File: src/rtl/ram_scan_pkg.sv
// Shared FSM state encoding and parameter defaults for the RAM scan controller.
package ram_scan_pkg;

  typedef enum logic [1:0] {
    ST_MANUAL = 2'd0,
    ST_SCAN   = 2'd1,
    ST_CLEAR  = 2'd2
  } state_t;

  localparam int DATA_W_DEF   = 8;
  localparam int ADDR_W_DEF   = 5;
  localparam int TICK_DIV_DEF = 50000000;

endpackage

File: src/rtl/tick_divider.sv
// Counts 0..TICK_DIV-1 while enabled; o_wrap flags the wrap cycle, o_step is its registered pulse.
module tick_divider
  import ram_scan_pkg::*;
#(
  parameter int TICK_DIV = TICK_DIV_DEF
) (
  input  logic clock,
  input  logic reset,
  input  logic i_en,
  output logic o_wrap,
  output logic o_step
);

  localparam int CNT_W = $clog2(TICK_DIV);

  logic [CNT_W-1:0] r_cnt;

  assign o_wrap = i_en && (r_cnt == CNT_W'(TICK_DIV - 1));

  // Dropping the enable zeroes the count, so every scan period starts fresh.
  always_ff @(posedge clock or negedge reset) begin
    if (!reset) begin
      r_cnt  <= '0;
      o_step <= 1'b0;
    end else begin
      o_step <= o_wrap;
      if (!i_en || o_wrap) r_cnt <= '0;
      else                 r_cnt <= r_cnt + CNT_W'(1);
    end
  end

endmodule

File: src/rtl/ram_scan_ctrl.sv
// Single-port RAM with manual, auto-scan and (RAM_SCAN_CLEAR_EN) clear-sweep modes.
// Address/data pass one input stage; write and registered read happen on the following edge (read-first).
module ram_scan_ctrl
  import ram_scan_pkg::*;
#(
  parameter int DATA_W   = DATA_W_DEF,
  parameter int ADDR_W   = ADDR_W_DEF,
  parameter int TICK_DIV = TICK_DIV_DEF
) (
  input  logic              clock,
  input  logic              reset,
  input  logic              scan_en,
  input  logic [ADDR_W-1:0] manual_addr,
  input  logic [DATA_W-1:0] wr_data,
  input  logic              wr_en,
  input  logic              clear_req,
  output logic [DATA_W-1:0] rd_data,
  output logic [ADDR_W-1:0] cur_addr,
  output logic              step,
  output logic              busy
);

  localparam int DEPTH = 2 ** ADDR_W;

  state_t            r_state;
  logic [ADDR_W-1:0] r_scan_addr;
  logic [DATA_W-1:0] r_wdata;
  logic              r_wen;
  logic [DATA_W-1:0] r_mem [DEPTH];

  logic [ADDR_W-1:0] w_addr_src;
  logic [DATA_W-1:0] w_wdata_src;
  logic              w_wen_src;
  logic              w_clr_go;
  logic              w_stay_scan;
  logic              w_tick;

`ifdef RAM_SCAN_CLEAR_EN
  logic [ADDR_W-1:0] r_clr_addr;
  logic              r_busy;

  assign w_clr_go = clear_req && (r_state != ST_CLEAR);
  assign busy     = r_busy;
`else
  logic w_unused_clear;

  assign w_unused_clear = clear_req;
  assign w_clr_go       = 1'b0;
  assign busy           = 1'b0;
`endif

  // The tick only runs on cycles that stay in SCAN, so no step leaks out on the exit edge.
  assign w_stay_scan = (r_state == ST_SCAN) && scan_en && !w_clr_go;

  tick_divider #(
    .TICK_DIV(TICK_DIV)
  ) u_tick (
    .clock (clock),
    .reset (reset),
    .i_en  (w_stay_scan),
    .o_wrap(w_tick),
    .o_step(step)
  );

  always_comb begin
    w_addr_src  = manual_addr;
    w_wdata_src = wr_data;
    w_wen_src   = wr_en && (r_state == ST_MANUAL);
    if (r_state == ST_SCAN) begin
      w_addr_src = r_scan_addr;
    end
`ifdef RAM_SCAN_CLEAR_EN
    if (r_state == ST_CLEAR) begin
      w_addr_src  = r_clr_addr;
      w_wdata_src = '0;
      w_wen_src   = 1'b1;
    end
`endif
  end

  always_ff @(posedge clock or negedge reset) begin
    if (!reset) begin
      r_state     <= ST_MANUAL;
      r_scan_addr <= '0;
`ifdef RAM_SCAN_CLEAR_EN
      r_clr_addr  <= '0;
      r_busy      <= 1'b0;
`endif
    end else begin
      case (r_state)
        ST_MANUAL: begin
          if (w_clr_go) begin
            r_state <= ST_CLEAR;
`ifdef RAM_SCAN_CLEAR_EN
            r_busy  <= 1'b1;
`endif
          end else if (scan_en) begin
            r_state <= ST_SCAN;
          end
        end
        ST_SCAN: begin
          if (w_tick) r_scan_addr <= r_scan_addr + ADDR_W'(1);
          if (w_clr_go) begin
            r_state <= ST_CLEAR;
`ifdef RAM_SCAN_CLEAR_EN
            r_busy  <= 1'b1;
`endif
          end else if (!scan_en) begin
            r_state <= ST_MANUAL;
          end
        end
`ifdef RAM_SCAN_CLEAR_EN
        ST_CLEAR: begin
          r_clr_addr <= r_clr_addr + ADDR_W'(1);
          if (r_clr_addr == '1) begin
            r_state     <= scan_en ? ST_SCAN : ST_MANUAL;
            r_busy      <= 1'b0;
            r_scan_addr <= '0;
          end
        end
`endif
        default: r_state <= ST_MANUAL;
      endcase
    end
  end

  always_ff @(posedge clock or negedge reset) begin
    if (!reset) begin
      cur_addr <= '0;
      r_wdata  <= '0;
      r_wen    <= 1'b0;
      rd_data  <= '0;
    end else begin
      cur_addr <= w_addr_src;
      r_wdata  <= w_wdata_src;
      r_wen    <= w_wen_src;
      rd_data  <= r_mem[cur_addr];
    end
  end

  // Memory is deliberately outside the reset domain so a reset keeps its contents.
  always_ff @(posedge clock) begin
    if (r_wen) r_mem[cur_addr] <= r_wdata;
  end

endmodule

File: config.mk
export PLATFORM = sky130hd
export DESIGN_NAME = ram_scan_ctrl
export DESIGN_NICKNAME = d
export VERILOG_FILES = /design/src/rtl/ram_scan_pkg.sv /design/src/rtl/tick_divider.sv /design/src/rtl/ram_scan_ctrl.sv
export SDC_FILE = /design/constraint.sdc
export NUM_CORES = 1
export LEC_CHECK = 0
export BUFFER_PORTS_ARGS = -buffer_cell sky130_fd_sc_hd__buf_2
export CAP_MARGIN = 10
export CORE_MARGIN = 2
export CORE_UTILIZATION = 35
export DETAILED_ROUTE_END_ITERATION = 10
export SYNTH_ARGS = -nofsm -noshare
export SYNTH_HDL_FRONTEND = slang
export SYNTH_SLANG_ARGS = --single-unit
File: constraint.sdc
create_clock -name clock -period 2.7 [get_ports clock]
set_clock_uncertainty 0.1 [all_clocks]
set_input_delay 0.54 -clock clock [delete_from_list [all_inputs] [get_ports clock]]
set_output_delay 0.54 -clock clock [all_outputs]
set_load 0.02 [all_outputs]
==> metrics.txt, run 1 <==
vias in the first global route=approximately 6400; area share of the largest cell type after synthesis=63.3%; drt drc=0; Critical Path End Type=register; # setup viols final=0; Power Density=807 nW/um2; clk sinks=311; area grow syn2layout=17.2%; I/O Buffers=30; # IOs=33; First-pass DRT Iterations=5; DRT antenna net count=0; die width=about 190 um; final cycle utilization of the critical path=between 80% and 90%; Overall Global Routing Usage=roughly 14%; Period minus WS final=2.40 ns; Synth area leader=edfxtp_1; CTS Buf Count=31; detailed placer's ending HPWL=16400 um; Hold/Removal Path Class=in -> reg; H-tree depth=1; Comb pwr share=around 18%; FILL cells=3126; asr flop ratio synth=around 18%; worst path buffer plus inverter count=0; Met3 Routed Length=approximately 1800 um; Synth Register Bits=between 300 and 400; worst vdd ir=about 0.67 mV; initial core utilization=35.3%; Required @ worst endpoint=approximately 3.0 ns; setup repair after global routing missed its margin=false; max_slew headroom=approximately a quarter; syn_area_per_cell=~19 um2; Seq/Total Area, Yosys=between 70% and 80%; static leakage=4.74 nW; clock slew seen by the registers of the worst setup and hold paths=around 0.06 ns; power share of the sequential group=between 40 and 50%; post-layout util=roughly two fifths; outcome=finished, final reports clean; Met1 Routed Length=around 11000 um; switching part of the total=roughly a quarter; Net Switching=0.00300 W; CTS tree=done; Synth Flop Type=edfxtp_1; via count=about 6400; syn_nets=between 600 and 700; first-pass GRT wire length=roughly 39000 um; worst-skew pair later-pin latency=~0.56 ns; drt wl/cell=around 21 um; Setup TNS=0 ns; row cnt=roughly 70; Die Y=around 190 um; CTS root buf=clkbuf_16; crit path DAT=around 2.7 ns; routed vias/inst=just over 5; CTS Buffer Depth=3; max layer used=met4; Synth cell types=between 40 and 50; Crit Path Category=reg -> reg; initial antenna violation count=0; synth top area cells=edfxtp_1 (63%), mux4_2 (12%), dfrtp_1 (11%); share of cells above drive strength 1=28.6%; pin count of the biggest net entering global routing=33; fmax=approximately 420 MHz; Internal Power=approximately 0.0085 W; max_cap viols=0; DR iter-0 viols=636; crit-path max FO=6; worst path cell trace=ha_1 > nand4_1 > or4_1 > nor3_2 > mux2_2; clock power share=between 30% and 40%; startpoint types=register; WL met2=~12000 um; Cell Area, Synth=~12000 um2; EDFF count, synth=256; Synth Instances=643; slowest CP cell=or4_1; CP top delay family=simple AND/OR/NAND/NOR gates; delay of the slowest critical-path stage=roughly 0.74 ns; core area=between 30000 and 40000 um2; die footprint=roughly 36000 um2; gpl congestion=0.784; WL final=roughly 26000 um; grt total ovfl=0; Max Slew Vio Count=0; Slew @ Worst Pin=approximately 1.1 ns; Synth warnings=0; fin nets=767; Ant. Diodes=0; final hold violation count=0
## cell usage in the layout, fill, tap and decap left out, types with 13 or more instances in the layout
| master | n |
|---|---|
| mux4_2 | 64 |
| clkbuf_16 | 31 |
| edfxtp_1 | 256 |
| nand2_1 | 13 |
| dfrtp_1 | 53 |
| buf_4 | 59 |
| nand4_1 | 16 |
| a22oi_1 | 32 |
| nor2_1 | 49 |
| nand3_1 | 13 |
| buf_2 | 30 |
## power by group through the flow
stage | Clock, W | Sequential, W | Combinational, W
6_report | 0.00391 | 0.00557 | 0.00201
5_1_grt | 0.00420 | 0.00559 | 0.00217
4_1_cts | 0.00400 | 0.00557 | 0.00204
3_5_place_dp | 0 | 0.00567 | 0.00203
3_3_place_gp | 0 | 0.00566 | 0.00201
2_1_floorplan | 0 | 0.00569 | 0.00120
## worst register-to-register path, stage by stage, from the launching register on
cell and delay, ns:
dfrtp_1 0.42, ha_1 0.20, nand4_1 0.19, or4_1 0.74, nor3_2 0.28, mux2_2 0.36
## layout make-up
type	instances	area, um2	share of cell area [%]
clock buffers	39	816	5.73
clock inverters	16	100	0.703
inverters	5	18.8	0.132
multi-input cells	294	2900	20.4
flip-flops and latches	311	9070	63.7
well taps	455	569	4.00
repair buffers	102	763	5.36
## state kept, by name, indices dropped and copies added, names as in the netlist
name and cells:
r_wen 1, r_scan_addr 5, rd_data 8, u_tick.r_cnt 26, cur_addr 5, r_state 1, r_mem 256, r_wdata 8
u_tick.o_step 1
## metrics by stage
step | power [W] | cells | hold WS [ns] | cell area [um2] | worst slack, ns
2_1_floorplan | 0.00689 | 643 | 0.144 | 12100 | 0.180
3_3_place_gp | 0.00767 | 1158 | 0.364 | 13200 | 0.326
3_5_place_dp | 0.00770 | 1158 | 0.370 | 13200 | 0.302
4_1_cts | 0.0116 | 1222 | 0.0999 | 14200 | 0.285
5_1_grt | 0.0120 | 1222 | 0.109 | 14200 | 0.145
6_report | 0.0115 | 1222 | 0.121 | 14200 | 0.301
## synthesized netlist by cell type, types with 5 or more instances
library cell,number
xor2_1,12
mux4_2,64
a22oi_1,32
mux2_2,6
nand2_1,13
nand4_1,16
o31ai_1,9
and3_1,6
or3_1,6
dfrtp_1,55
inv_1,5
nor2_1,49
edfxtp_1,256
clkbuf_1,13
nand3_1,13
buf_2,8
buf_1,7
or4_1,11
a21oi_1,12
## repair_timing
action | CTS | global route
setup buffers | 0 | 0
endpoints found under the hold margin | 63 | 0
hold buffers | 9 | 0
resized for setup | 0 | 0
## per-layer routing
| layer | track usage, % | vias up |
|---|---|---|
| met4 | 3.37 | 0 |
| met5 | 0 | - |
| met3 | 3.09 | 47 |
| met1 | 20.9 | 3282 |
| li1 | - | 2806 |
| met2 | 22.6 | 218 |
## path summary, 6_finish.rpt
kind	end	depth (start not counted)	slack [ns]	start
max	r_scan_addr[1]$_DFFE_PN0P_	5	0.30	u_tick.r_cnt[0]$_DFF_PN0_
min	cur_addr[3]$_DFF_PN0_	2	0.12	manual_addr[3]
max reg2reg	r_scan_addr[1]$_DFFE_PN0P_	5	0.30	u_tick.r_cnt[0]$_DFF_PN0_
min reg2reg	r_scan_addr[4]$_DFFE_PN0P_	1	0.38	r_scan_addr[4]$_DFFE_PN0P_
max in group asynchronous	cur_addr[0]$_DFF_PN0_	3	1.73	reset
min in group asynchronous	u_tick.r_cnt[9]$_DFF_PN0_	3	0.45	reset
## logic make-up after synthesis
family | after synthesis | synth area share [%]
flops | 311 | 74.6
simple gates | 144 | 6.47
buf+inv | 38 | 1.47
fa+ha+maj | 4 | 0.412
mux | 70 | 12.4
xor+xnor | 16 | 1.15
other cells | 1 | 0.0309
compound gates | 59 | 3.40
Power figures use the tool's default switching activity.
==> inputs of run 2 (changes only) <==
--- a/config.mk
+++ b/config.mk
@@ -6,4 +6,6 @@
 export NUM_CORES = 1
 export LEC_CHECK = 0
+export ABC_AREA = 1
+export ABC_CLOCK_PERIOD_IN_PS = 2700
 export BUFFER_PORTS_ARGS = -buffer_cell sky130_fd_sc_hd__buf_2
 export CAP_MARGIN = 10
--- a/constraint.sdc
+++ b/constraint.sdc
@@ -3,3 +3,3 @@
 set_input_delay 0.54 -clock clock [delete_from_list [all_inputs] [get_ports clock]]
 set_output_delay 0.54 -clock clock [all_outputs]
-set_load 0.02 [all_outputs]
+set_load 0.01 [all_outputs]
==> metrics.txt, run 2 <==
worst setup path endpoint=r_mem[31][2]$_DFFE_PP_; proportion of synthesized area in mux cells=0.351%; area share of the largest cell type after synthesis=between 50 and 60%; crit path DAT=approximately 2.4 ns; most numerous cell in the Yosys netlist=nand2_1; clock power share=about 37%; Setup TNS=0 ns; biggest regs=r_mem x256, u_tick.r_cnt x26; detailed placer's ending HPWL=~19000 um; worst path buffer plus inverter count=2; fin nets=1275; Critical path origin=cur_addr[1]$_DFF_PN0_; vias in the first global route=between 8000 and 9000; Synth cell types=31; Critical Path End Type=register; Period minus WS final=2.28 ns; setup repair after global routing missed its margin=false; Crit Path Category=reg -> reg; post-layout util=approximately two fifths; FF-to-FF path depth=5; worst path cell trace=nand2_1 > inv_2 > nand2_1 > nor2_1 > buf_4; stages on the worst setup path=5; grt total ovfl=0; CTS Buf Count=34; routed vias/inst=a little under 5; post-CTS resize count=0; max_slew headroom=between 10% and 20%; Synth warnings=0; CTS tree=done; Hold Crit Depth=1; Worst R2R End=r_mem[31][2]$_DFFE_PP_; XOR/XNOR Fraction of Synth Area=roughly 1.1%; hold_ws=about 0.043 ns; delay of the slowest critical-path stage=between 0.6 and 0.7 ns; startpoint types=register; most common cell after layout, fill and taps aside=nand2_1; syn_nets=approximately 1200; pin count of the biggest net entering global routing=56; initial core utilization=between 30% and 40%; cell with the most instances on the worst path=nand2_1; Max Slew Vio Count=0; slowest CP cell=dfrtp_1; Seq/Total Area, Yosys=about 71%; max_cap viols=0; # setup viols final=0; Synth Area in Adders=0.390%; Required @ worst endpoint=around 2.8 ns; syn_area_per_cell=between 10 and 15 um2; H-tree depth=2; Internal Power=between 0.008 and 0.009 W; die width=196 um; via count=roughly 8400; CP top delay family=simple AND/OR/NAND/NOR gates; Hold/Removal Path Class=in -> reg; final hold violation count=0; # IOs=33; Biggest register=r_mem; Slew @ Worst Pin=approximately 1.3 ns; outcome=finished, final reports clean; I/O Buffers=30; number of flip-flops in the largest register=256; first-pass GRT wire length=~47000 um; Comb pwr share=17.6%; Power Density=831 nW/um2; share of cells above drive strength 1=between 10% and 20%; clk sinks=between 300 and 400; Synth Area in Compound Gates=between 2 and 3%; most frequent cells in the layout=nand2_1 (487), edfxtp_1 (256), nor2_1 (115), buf_4 (55), dfrtp_1 (54); core area=~36000 um2; clock slew seen by the registers of the worst setup and hold paths=approximately 0.060 ns; worst vdd ir=roughly 0.4 mV; Synth Area in Simple Gates=~22%; Synth Register Bits=approximately 310; Cell Area, Synth=12800 um2; gpl congestion=roughly 0.85; Synth Flop Type=edfxtp_1; final cycle utilization of the critical path=84.6%; Synth Instances=about 1200; worst-skew pair later-pin latency=just over 0.5 ns; Synth area leader=edfxtp_1; CTS root buf=clkbuf_16; initial antenna violation count=0; Overall Global Routing Usage=between 15 and 20%; Net Switching=0.00358 W; asr flop ratio synth=~18%; WL final=30300 um; switching part of the total=between 20% and 30%; static leakage=around 5.8 nW; First-pass DRT Iterations=5; Ant. Diodes=0; largest family of logic cells by synthesized area=simple AND/OR/NAND/NOR gates; DR iter-0 viols=758; die footprint=38200 um2; DRT antenna net count=0; EDFF count, synth=256; fmax=between 400 and 500 MHz; row cnt=70; reg2reg start=cur_addr[1]$_DFF_PN0_; drt drc=0; area grow syn2layout=16.2%; drt wl/cell=about 17 um; Die Y=between 150 and 200 um; power share of the sequential group=between 40% and 50%; crit-path max FO=17; reg2reg setup slack=about 0.42 ns; top cells by count, synth=nand2_1 (487), edfxtp_1 (256), nor2_1 (115); synth top area cells=edfxtp_1 (60%), nand2_1 (14%), dfrtp_1 (11%); CTS Buffer Depth=3
run 2: worst min-delay path by stage:
stage	to	slack (ns)	from
6_report	r_wdata[3]$_DFF_PN0_	0.04	wr_data[3]
5_1_grt	r_wdata[3]$_DFF_PN0_	0.03	wr_data[3]
3_5_place_dp	r_scan_addr[4]$_DFFE_PN0P_	0.37	r_scan_addr[4]$_DFFE_PN0P_
2_1_floorplan	cur_addr[0]$_DFF_PN0_	0.14	reset
3_3_place_gp	r_scan_addr[4]$_DFFE_PN0P_	0.36	r_scan_addr[4]$_DFFE_PN0P_
4_1_cts	r_wdata[3]$_DFF_PN0_	0.02	wr_data[3]
run 2: area by class of cell:
cell class                 count  area (um2)
clock buffer                  46         947
clock inverter                15         151
multi-input combinational    775        3360
inverter                      41         156
timing repair buffer          90         656
fill                        3450       21400
sequential                   311        9060
tap                          468         586
run 2: logic make-up (layout without fill, tap and decap cells):
group           after synthesis  in the layout
other cells                   1              1
compound gates               66             66
simple gates                684            684
mux                           4              4
fa+ha+maj                     4              4
flops                       311            311
buf+inv                      79            192
xor+xnor                     16             16
run 2: stage by stage:
step           instances  setup WS [ns]  cell area, um2  power, W
2_1_floorplan       1165          0.641           12800   0.00706
3_3_place_gp        1682          0.445           13800   0.00790
3_5_place_dp        1682          0.460           13800   0.00792
4_1_cts             1744          0.451           14900    0.0125
5_1_grt             1746          0.339           14900    0.0129
6_report            1746          0.416           14900    0.0124
run 2: layer usage:
layer / wire length, um / vias to the layer above / track usage, % / share of wire [%]
li1: - / 4056 / - / -
met1: 13500 / 4089 / 22.5 / 45
met2: 14300 / 232 / 26.1 / 47
met3: 1930 / 45 / 2.61 / 6.4
met4: 548 / 0 / 3.76 / 1.8
met5: 0 / - / 0 / 0
run 2: power by group through the flow:
stage          registers, W  logic, W  clock network [W]
2_1_floorplan       0.00567   0.00139                  0
5_1_grt             0.00566   0.00242            0.00486
6_report            0.00564   0.00219            0.00457
3_3_place_gp        0.00573   0.00217                  0
3_5_place_dp        0.00574   0.00218                  0
4_1_cts             0.00564   0.00220            0.00466
run 2: timing repair:
| item | CTS | global route |
|---|---|---|
| endpoints found under the hold margin | 55 | 0 |
| setup buffers | 0 | 0 |
| hold buffers | 1 | 0 |
run 2: worst register-to-register path, cell delays in order (launching register included):
cell and delay, ns:
dfrtp_1 0.62, nand2_1 0.13, inv_2 0.28, nand2_1 0.39, nor2_1 0.27, buf_4 0.20
